==> config.mk <==
export PLATFORM = sky130hd
export DESIGN_NAME = sal_timing_cfg
export DESIGN_NICKNAME = d
export VERILOG_FILES = /design/src/rtl/sal_timing_cfg.sv
export SDC_FILE = /design/constraint.sdc
export NUM_CORES = 1
export LEC_CHECK = 0
export CAP_MARGIN = 5
export CORE_MARGIN = 2
export CORE_UTILIZATION = 56
export DETAILED_ROUTE_END_ITERATION = 8
export PLACE_DENSITY = 0.85
export SYNTH_ARGS = -nofsm -noshare
export SYNTH_HDL_FRONTEND = slang
export SYNTH_SLANG_ARGS = --single-unit
==> constraint.sdc <==
create_clock -name clk -period 11.05 [get_ports clk]
set_clock_uncertainty 0.2 [all_clocks]
set_input_delay 2.21 -clock clk [delete_from_list [all_inputs] [get_ports clk]]
set_output_delay 2.21 -clock clk [all_outputs]
set_load 0.02 [all_outputs]
==> src/rtl/sal_timing_cfg.sv <==
// sal_timing_cfg: APB-programmable DRAM timing configuration for NUM_CH channels.
// APB writes go to a shadow register set per channel. A COMMIT in CTRL arms a
// channel; the shadow set is copied into the active set once that channel's
// controller reports idle. The active set drives the timing outputs.

`ifndef T_RCD_VALUE_M1
`define T_RCD_VALUE_M1 13
`endif
`ifndef T_RP_VALUE_M1
`define T_RP_VALUE_M1 13
`endif
`ifndef T_RAS_VALUE_M1
`define T_RAS_VALUE_M1 31
`endif
`ifndef T_RFC_VALUE_M1
`define T_RFC_VALUE_M1 207
`endif
`ifndef T_RTP_VALUE_M1
`define T_RTP_VALUE_M1 7
`endif
`ifndef T_WTP_VALUE_M1
`define T_WTP_VALUE_M1 19
`endif
`ifndef T_RRD_VALUE_M1
`define T_RRD_VALUE_M1 5
`endif
`ifndef T_CCD_VALUE_M1
`define T_CCD_VALUE_M1 3
`endif
`ifndef T_WTR_VALUE_M1
`define T_WTR_VALUE_M1 7
`endif
`ifndef T_RTW_VALUE_M1
`define T_RTW_VALUE_M1 9
`endif
`ifndef WRITE_LATENCY
`define WRITE_LATENCY 5
`endif

module sal_timing_cfg #(
    parameter int NUM_CH = 2,
    parameter int TW     = 8
) (
    input  logic                   clk,
    input  logic                   rst,
    input  logic                   psel,
    input  logic                   penable,
    input  logic                   pwrite,
    input  logic [11:0]            paddr,
    input  logic [31:0]            pwdata,
    output logic [31:0]            prdata,
    output logic                   pready,
    output logic                   pslverr,
    input  logic [NUM_CH-1:0]      ctrl_idle,
    output logic [NUM_CH*TW-1:0]   t_rcd_m1,
    output logic [NUM_CH*TW-1:0]   t_rp_m1,
    output logic [NUM_CH*TW-1:0]   t_ras_m1,
    output logic [NUM_CH*TW-1:0]   t_rfc_m1,
    output logic [NUM_CH*TW-1:0]   t_rtp_m1,
    output logic [NUM_CH*TW-1:0]   t_wtp_m1,
    output logic [NUM_CH*TW-1:0]   t_rrd_m1,
    output logic [NUM_CH*TW-1:0]   t_ccd_m1,
    output logic [NUM_CH*TW-1:0]   t_wtr_m1,
    output logic [NUM_CH*TW-1:0]   t_rtw_m1,
    output logic [NUM_CH*4-1:0]    dfi_wren_lat,
    output logic [NUM_CH*4-1:0]    dfi_rden_lat,
    output logic [NUM_CH-1:0]      cfg_upd
);

    localparam int DEF_RCD   = `T_RCD_VALUE_M1;
    localparam int DEF_RP    = `T_RP_VALUE_M1;
    localparam int DEF_RAS   = `T_RAS_VALUE_M1;
    localparam int DEF_RFC   = `T_RFC_VALUE_M1;
    localparam int DEF_RTP   = `T_RTP_VALUE_M1;
    localparam int DEF_WTP   = `T_WTP_VALUE_M1;
    localparam int DEF_RRD   = `T_RRD_VALUE_M1;
    localparam int DEF_CCD   = `T_CCD_VALUE_M1;
    localparam int DEF_WTR   = `T_WTR_VALUE_M1;
    localparam int DEF_RTW   = `T_RTW_VALUE_M1;
    localparam int DEF_WREN  = `WRITE_LATENCY;
    localparam int DEF_RDEN  = 6;

    localparam logic [31:0] VERSION = 32'h0001_0000 | (32'(NUM_CH) << 8) | 32'(TW);

    typedef struct packed {
        logic [TW-1:0] rcd;
        logic [TW-1:0] rp;
        logic [TW-1:0] ras;
        logic [TW-1:0] rfc;
        logic [TW-1:0] rtp;
        logic [TW-1:0] wtp;
        logic [TW-1:0] rrd;
        logic [TW-1:0] ccd;
        logic [TW-1:0] wtr;
        logic [TW-1:0] rtw;
        logic [3:0]    wren;
        logic [3:0]    rden;
    } timing_t;

    function automatic timing_t default_timing();
        timing_t t;
        t.rcd  = TW'(DEF_RCD);
        t.rp   = TW'(DEF_RP);
        t.ras  = TW'(DEF_RAS);
        t.rfc  = TW'(DEF_RFC);
        t.rtp  = TW'(DEF_RTP);
        t.wtp  = TW'(DEF_WTP);
        t.rrd  = TW'(DEF_RRD);
        t.ccd  = TW'(DEF_CCD);
        t.wtr  = TW'(DEF_WTR);
        t.rtw  = TW'(DEF_RTW);
        t.wren = 4'(DEF_WREN);
        t.rden = 4'(DEF_RDEN);
        return t;
    endfunction

    // Each field sits in the low bits of its byte; the remaining bits read as zero.
    function automatic logic [31:0] pack_word(timing_t s, logic [5:0] off);
        logic [31:0] w;
        w = '0;
        case (off)
            6'h00: begin
                w[0  +: TW] = s.rcd;
                w[8  +: TW] = s.rp;
                w[16 +: TW] = s.ras;
                w[24 +: TW] = s.rfc;
            end
            6'h04: begin
                w[0  +: TW] = s.rtp;
                w[8  +: TW] = s.wtp;
                w[16 +: TW] = s.rrd;
                w[24 +: TW] = s.ccd;
            end
            6'h08: begin
                w[0  +: TW] = s.wtr;
                w[8  +: TW] = s.rtw;
                w[19:16]    = s.wren;
                w[27:24]    = s.rden;
            end
            default: w = '0;
        endcase
        return w;
    endfunction

    function automatic timing_t merge_word(timing_t cur, logic [5:0] off, logic [31:0] w);
        timing_t r;
        r = cur;
        case (off)
            6'h00: begin
                r.rcd = w[0  +: TW];
                r.rp  = w[8  +: TW];
                r.ras = w[16 +: TW];
                r.rfc = w[24 +: TW];
            end
            6'h04: begin
                r.rtp = w[0  +: TW];
                r.wtp = w[8  +: TW];
                r.rrd = w[16 +: TW];
                r.ccd = w[24 +: TW];
            end
            6'h08: begin
                r.wtr  = w[0 +: TW];
                r.rtw  = w[8 +: TW];
                r.wren = w[19:16];
                r.rden = w[27:24];
            end
            default: r = cur;
        endcase
        return r;
    endfunction

    timing_t           shadow [NUM_CH];
    timing_t           active [NUM_CH];
    logic [NUM_CH-1:0] pending;

    logic              access;
    logic              is_ctrl;
    logic              is_ver;
    logic [5:0]        off;
    logic              off_ok;
    logic [NUM_CH-1:0] blk_hit;
    logic              blk_pend;
    logic [31:0]       blk_rdata;
    logic [31:0]       ctrl_rdata;
    logic [31:0]       rdata;
    logic              err;
    logic              ctrl_we;
    logic              wr_ok;
    logic [NUM_CH-1:0] copy;
    logic [NUM_CH-1:0] pending_nxt;
    logic [NUM_CH-1:0] shadow_we;

    // Decode the APB access: target register, read data and error response.
    always_comb begin
        access     = psel & penable;
        is_ctrl    = (paddr == 12'h000);
        is_ver     = (paddr == 12'h004);
        off        = paddr[5:0];
        off_ok     = (off == 6'h00) || (off == 6'h04) || (off == 6'h08);
        blk_hit    = '0;
        blk_pend   = 1'b0;
        blk_rdata  = '0;
        ctrl_rdata = '0;
        for (int c = 0; c < NUM_CH; c++) begin
            ctrl_rdata[8+c] = pending[c];
            if (paddr[11:6] == 6'(c + 1)) begin
                blk_hit[c] = 1'b1;
                blk_pend   = pending[c];
                blk_rdata  = pack_word(shadow[c], off);
            end
        end
        if (!access)
            err = 1'b0;
        else if (is_ctrl)
            err = 1'b0;
        else if (is_ver)
            err = pwrite;
        else if ((|blk_hit) && off_ok)
            err = pwrite & blk_pend;
        else
            err = 1'b1;
        if (is_ctrl)
            rdata = ctrl_rdata;
        else if (is_ver)
            rdata = VERSION;
        else
            rdata = blk_rdata;
        prdata  = (access && !err && !rst) ? rdata : '0;
        pslverr = access && err && !rst;
        pready  = access;
    end

    // Per-channel commit/abort arbitration and shadow write enables.
    always_comb begin
        ctrl_we     = access & pwrite & is_ctrl;
        wr_ok       = access & pwrite & ~err;
        copy        = '0;
        pending_nxt = pending;
        shadow_we   = '0;
        for (int c = 0; c < NUM_CH; c++) begin
            copy[c] = pending[c] & ctrl_idle[c] & ~(ctrl_we & pwdata[16+c]);
            if (ctrl_we && pwdata[16+c])
                pending_nxt[c] = 1'b0;
            else if (copy[c])
                pending_nxt[c] = 1'b0;
            else if (ctrl_we && pwdata[c])
                pending_nxt[c] = 1'b1;
            shadow_we[c] = wr_ok & blk_hit[c] & off_ok;
        end
    end

    // Shadow/active register sets, pending flags and the update pulse.
    always_ff @(posedge clk) begin
        if (rst) begin
            for (int c = 0; c < NUM_CH; c++) begin
                shadow[c] <= default_timing();
                active[c] <= default_timing();
            end
            pending <= '0;
            cfg_upd <= '0;
        end else begin
            for (int c = 0; c < NUM_CH; c++) begin
                if (copy[c])
                    active[c] <= shadow[c];
                if (shadow_we[c])
                    shadow[c] <= merge_word(shadow[c], off, pwdata);
            end
            pending <= pending_nxt;
            cfg_upd <= copy;
        end
    end

    for (genvar g = 0; g < NUM_CH; g++) begin : g_out
        assign t_rcd_m1[g*TW +: TW]   = active[g].rcd;
        assign t_rp_m1[g*TW +: TW]    = active[g].rp;
        assign t_ras_m1[g*TW +: TW]   = active[g].ras;
        assign t_rfc_m1[g*TW +: TW]   = active[g].rfc;
        assign t_rtp_m1[g*TW +: TW]   = active[g].rtp;
        assign t_wtp_m1[g*TW +: TW]   = active[g].wtp;
        assign t_rrd_m1[g*TW +: TW]   = active[g].rrd;
        assign t_ccd_m1[g*TW +: TW]   = active[g].ccd;
        assign t_wtr_m1[g*TW +: TW]   = active[g].wtr;
        assign t_rtw_m1[g*TW +: TW]   = active[g].rtw;
        assign dfi_wren_lat[g*4 +: 4] = active[g].wren;
        assign dfi_rden_lat[g*4 +: 4] = active[g].rden;
    end

endmodule

Word level (Yosys, flattened, before mapping)
Memory sizes are Yosys's and may differ from the RTL's.
Index checks and enable logic that the tools add are counted.
{"block": "classes", "bitwise": 22, "mux": 57, "eq_ne": 5, "n_reduce_logical": 18}
{"cell": "2-to-1 mux 32 bit", "n": 17}
{"cell": "2-to-1 mux 88 bit", "n": 4}
{"cell": "2-to-1 mux 24 bit", "n": 6}
{"cell": "case mux 20 bit (3 select lines)", "n": 2}
{"cell": "case mux 4 bit (2 select lines)", "n": 4}
{"cell": "case mux 4 bit (3 select lines)", "n": 2}
{"cell": "2-to-1 mux 1 bit", "n": 22}
{"cell": "AND 1 bit", "n": 15}
{"cell": "equality test 12 x 3 -> 1 bit, second input constant", "n": 1}
{"cell": "zero test 12 bit", "n": 1}
{"cell": "logical AND 1 bit", "n": 9}
{"cell": "equality test 6 x 1 -> 1 bit, second input constant", "n": 1}
{"cell": "equality test 6 x 2 -> 1 bit, second input constant", "n": 1}
{"cell": "equality test 6 x 3 -> 1 bit, second input constant", "n": 1}
{"cell": "equality test 6 x 4 -> 1 bit, second input constant", "n": 1}
{"cell": "zero test 6 bit", "n": 1}
{"cell": "OR reduction 3 bit", "n": 2}
{"cell": "OR 1 bit", "n": 4}
{"cell": "inverter 1 bit", "n": 3}
{"cell": "zero test 1 bit", "n": 2}
{"cell": "logical OR 1 bit", "n": 2}
{"cell": "OR reduction 2 bit", "n": 1}
{"block": "totals", "memories": 2, "wordCells": 107, "ff_bits": 4, "ram_bits": 352, "inputBits": 51, "output_inout_bits": 212}
{"name": "active", "depth": 2, "word_bits": 88, "rd": 2, "rd_clocked_by_memory_dff": 0, "wr": 2, "line_no": "173", "rtl": "timing_t active [NUM_CH];"}
{"name": "shadow", "depth": 2, "word_bits": 88, "rd": 2, "rd_clocked_by_memory_dff": 0, "wr": 2, "line_no": "172", "rtl": "timing_t shadow [NUM_CH];"}

Logic depth before layout (Yosys ltp)
{"block": "depth", "ltp_word": 16, "mapped_depth": 8, "mapped_depth_nobuf": 5}

Worst setup path before layout
Ideal clock, no wire load.
{"block": "synth_path", "kind": "input to output", "from": "input paddr[1]", "to": "output prdata[19]", "n_path_buf": 2, "t_arrival_ns": 4.647, "t_required_ns": 8.640, "cell_stages": 7, "slack_ns": 3.993, "cell_sequence": "or4_4 > buf_6 > or2_2 > buf_2 > nor2_1 > nor3_1 > a2111oi_0"}
{"block": "synth_via", "elab_chain_len": 12, "word_cells_on_any_way": 22, "classes_between": "3 x eq/ne; 11 x mux; 8 x reduce/logical"}
{"item": "from (decl)", "line_no": "49", "rtl": "input logic [11:0] paddr,"}
{"item": "equality test 6 x 3 -> 1 bit or zero test 6 bit (tied branches)", "line_no": "121, 199"}
{"item": "logical OR 1 bit (2 in a row)", "line_no": "199", "rtl": "off_ok = (off == 6'h00) || (off == 6'h04) || (off == 6'h08);"}
{"item": "logical AND 1 bit", "line_no": "218", "rtl": "else if ((|blk_hit) && off_ok)"}
{"item": "2-to-1 mux 1 bit", "line_no": "218"}
{"item": "2-to-1 mux 1 bit", "line_no": "216", "rtl": "else if (is_ver)"}
{"item": "2-to-1 mux 1 bit", "line_no": "214", "rtl": "else if (is_ctrl)"}
{"item": "2-to-1 mux 1 bit", "line_no": "212", "rtl": "if (!access)"}
{"item": "zero test 1 bit", "line_no": "228", "rtl": "prdata = (access && !err && !rst) ? rdata : '0;"}
{"item": "logical AND 1 bit (2 in a row)", "line_no": "228"}
{"item": "2-to-1 mux 32 bit (*)", "line_no": "228"}
{"item": "to (decl)", "line_no": "51", "rtl": "output logic [31:0] prdata,"}
Mark *: on every way between the ends. The rest lies on a longest branch, timed or not.

Worst setup path after layout
{"block": "layout_path", "from": "input paddr[11]", "to": "output prdata[19]"}
{"block": "layout_via", "elab_chain_len": 12, "word_cells_on_any_way": 23, "classes_between": "3 x eq/ne; 13 x mux; 1 x bitwise; 6 x reduce/logical"}
{"item": "equality test 6 x 1 -> 1 bit or equality test 6 x 2 -> 1 bit (tied branches)", "line_no": "206", "rtl": "if (paddr[11:6] == 6'(c + 1)) begin"}
{"item": "2-to-1 mux 1 bit", "line_no": "206"}
{"item": "2-to-1 mux 1 bit or OR reduction 2 bit (tied branches)", "line_no": "206, 218"}
{"item": "AND 1 bit or logical AND 1 bit (tied branches)", "line_no": "219, 218"}
{"item": "2-to-1 mux 1 bit", "line_no": "218"}
{"item": "2-to-1 mux 1 bit", "line_no": "216"}
{"item": "2-to-1 mux 1 bit", "line_no": "214"}
{"item": "2-to-1 mux 1 bit", "line_no": "212"}
{"item": "zero test 1 bit", "line_no": "228"}
{"item": "logical AND 1 bit (2 in a row)", "line_no": "228"}
{"item": "2-to-1 mux 32 bit (*)", "line_no": "228"}
Marks and branches as above.

==> metrics.md <==
| Metric | Value |
|---|---|
| Wirelength, routed | 34,900 microns |
| Die span in x | 164 microns |
| Setup TNS | 0 ps |
| Crit path DAT | 5940 ps |
| Multi-input logic area | 3520 sq um |
| Drt first pass iters | 6 |
| CP max-delay cell | nand2_2 |
| CP Capture Type | output port |
| Cell area power density | 155 nW/um^2 |
| Synth top area share | 0.735 |
| Syn avg cell area | 15.3 sq um |
| Fin crit share | 0.756 |
| Max stage delay on crit path | 810 ps |
| Worst setup path startpoint | paddr[11] |
| Worst-skew pair later-pin latency | 510 ps |
| RSZ-0062 raised after global routing | no |
| DR iter-0 viols | 886 |
| CTS tree | yes |
| Placed cells | 1,490 |
| Worst hold path type | register to register |
| Pwr Total | 2.85 mW |
| Vias in the first global route | 9,088 |
| Netlist Area Pre-Place | 14,400 sq um |
| R2r worst-path depth | 3 |
| Yosys reg bits | 356 |
| Largest net degree at the start of global routing | 103 |
| Cts repair resizes | 0 |
| Worst path most repeated cell | clkdlybuf4s50_1 |
| CP Class | input port to output port |
| Htree depth | 2 |
| VDD IR max | 0.148 mV |
| Yosys synthesis warning count | 0 |
| Rows | 58 |
| Max-slew violations | 0 |
| Final antenna-violating net count | 0 |
| Asr flop ratio synth | 0 |
| Top_reg_cell synth | edfxtp_1 |
| WL/cell | 22.5 microns |
| R2R Path Start | pending[0] |
| Area leader, netlist | edfxtp_1 |
| Core box area | 25,200 sq um |
| Vias per cell | 5.82 |
| Crit path cell chain | clkdlybuf4s50_1 > nor4_1 > nand2_2 > nand2b_1 > a31oi_1 > a2111oi_0 > clkdlybuf4s50_1 |
| Register Area | 10,700 sq um |
| DR vias | 9,013 |
| Final net count | 1,249 |
| CP Capture Point | prdata[19] |
| Fraction of layout cells with a size suffix above 1 | 0.130 |
| Clk sinks | 356 |
| Final hold violations | 0 |
| Required @ worst endpoint | 8640 ps |
| Leak Pwr | 5.91 nW |
| First-pass GRT wire length | 51,500 microns |
| Die area | 27,000 sq um |
| Number of enable flip-flop cells after synthesis | 352 |
| Status | finished, final reports clean |
| Final core occ | 0.730 |
| GP Congestion | 0.837 |
| Sequential-to-total area share from yosys stat | 0.740 |
| Number of hold buffers added after cts | 0 |
| Fillers | 1,549 |
| Clock Root Buffer | clkbuf_16 |
| CTS Buffer Depth | 3 |
| Number of post-CTS setup repair buffers | 0 |
| Num CTS Buffers | 36 |
| Antenna violations before repair | 2 |
| Total Routing Usage GR | 0.261 |
| Worst slew pin tran | 1220 ps |
| Port-buffer cells | 262 |
| Reg2reg setup slack | 8440 ps |
| Initial Util | 0.571 |
| Most frequent cell after synthesis | edfxtp_1 |
| # setup viols final | 0 |
| Worst r2r dst | shadow[0][33] |
| Fin cells | 1,549 |
| Max-slew headroom | 0.186 |
| Max Fclk | 120 MHz |
| DRC viols | 0 |
| Half-perimeter wire length after placement | 21,200 microns |
| Max-cap viol count | 0 |
| Commonest cells in the netlist | 352 x edfxtp_1, 107 x nor2b_1, 64 x or2_2, 42 x nor2_1, 38 x mux2i_1 |
| Final min period | 8350 ps |
| Clk slew on worst S/H paths | 60 ps |
| Cell count after synthesis | 939 |
| I/O Pins | 263 |
| Distinct cells, synth | 53 |
| Crit path max fanout | 41 |
| Startpoint Class | input port |
| P&R area growth vs syn | 27.9% |
| Die Ht | 164 microns |
| GRT overflow | 0 |
| Ranking of synthesized cells by area | edfxtp_1 73%, nor2b_1 4.7%, or2_2 2.8% |
| Post-Syn Nets | 990 |
## cells by family (layout without fill, tap and decap cells)
group,Yosys count,in the layout,synth area share
flip-flops,356,356,0.740
AND/OR/NAND/NOR,356,356,0.144
AO/OA/AOI/OAI,124,124,0.0629
buffers and inverters,55,334,0.0186
multiplexers,48,48,0.0343
other,0,1,0
## layout make-up
type                    count  area share
diodes                      1    0.000136
well taps                 330      0.0224
clock buffers              41      0.0511
inverters                   1    0.000204
multi-input cells         528       0.191
clock inverters            17     0.00850
repair buffers            275       0.147
flip-flops and latches    356       0.579
## routing by layer
layer  part of all wire  global-route usage  wire length [microns]
met1               0.36               0.316                  12700
met2               0.51               0.450                  17800
met4              0.033               0.113                   1150
met5            0.00031                   0                     11
met3              0.093              0.0601                   3250
## cell usage in the layout (no fill, tap or decap), drive strengths merged, types with 3 or more instances in the layout
cell type,count
nor2,42
or2,75
nand3,4
a211oi,9
clkbuf,41
buf,15
nand2b,32
o2bb2ai,4
a22oi,25
nand2,35
a21oi,18
a31oi,11
o21ai,21
bufinv,3
and2,28
edfxtp,352
a2111oi,10
mux2,10
or4,3
nor2b,107
o22a,9
and3,3
nor3b,3
dfxtp,4
a31o,5
mux2i,38
clkdlybuf4s50,260
nand3b,3
clkinv,13
nor3,17
## worst min path at each step
stage | start | to | slack [ps] | depth (start not counted)
final | shadow[0][163] | active[0][163] | 330 | 1
after global placement | shadow[0][4] | active[0][4] | 310 | 1
after CTS | shadow[0][163] | active[0][163] | 330 | 1
after floorplan | shadow[0][17] | active[0][17] | 300 | 1
after detailed placement | shadow[0][163] | active[0][163] | 320 | 1
after global routing | shadow[0][62] | active[0][62] | 350 | 1
## power breakdown
| part | leakage [nW] | switching, mW | total [mW] | internal (mW) |
|---|---|---|---|---|
| logic | 2.06 | 0.0934 | 0.159 | 0.0660 |
| clock network | 0.536 | 0.468 | 1.14 | 0.676 |
| registers | 3.31 | 0.0227 | 1.55 | 1.53 |
## flip-flops by register name (all words and copies together), names as in the netlist
register  flops
active      176
shadow      176
cfg_upd       2
pending       2
## metrics by stage
| stage | hold slack (ps) | area (sq um) | setup WS [ps] |
|---|---|---|---|
| 6_report | 330 | 18400 | 2700 |
| 2_1_floorplan | 298 | 14400 | 3990 |
| 4_1_cts | 329 | 18400 | 2710 |
| 3_3_place_gp | 310 | 17300 | 2830 |
| 3_5_place_dp | 315 | 17300 | 2710 |
| 5_1_grt | 352 | 18400 | 2550 |
## worst max-delay path: cells and delay by family
kind                   cells  cell delay, ps
buffers and inverters      2            1140
AO/OA/AOI/OAI              2             670
AND/OR/NAND/NOR            3            1900
No activity file was read; power rests on OpenSTA's default activity.
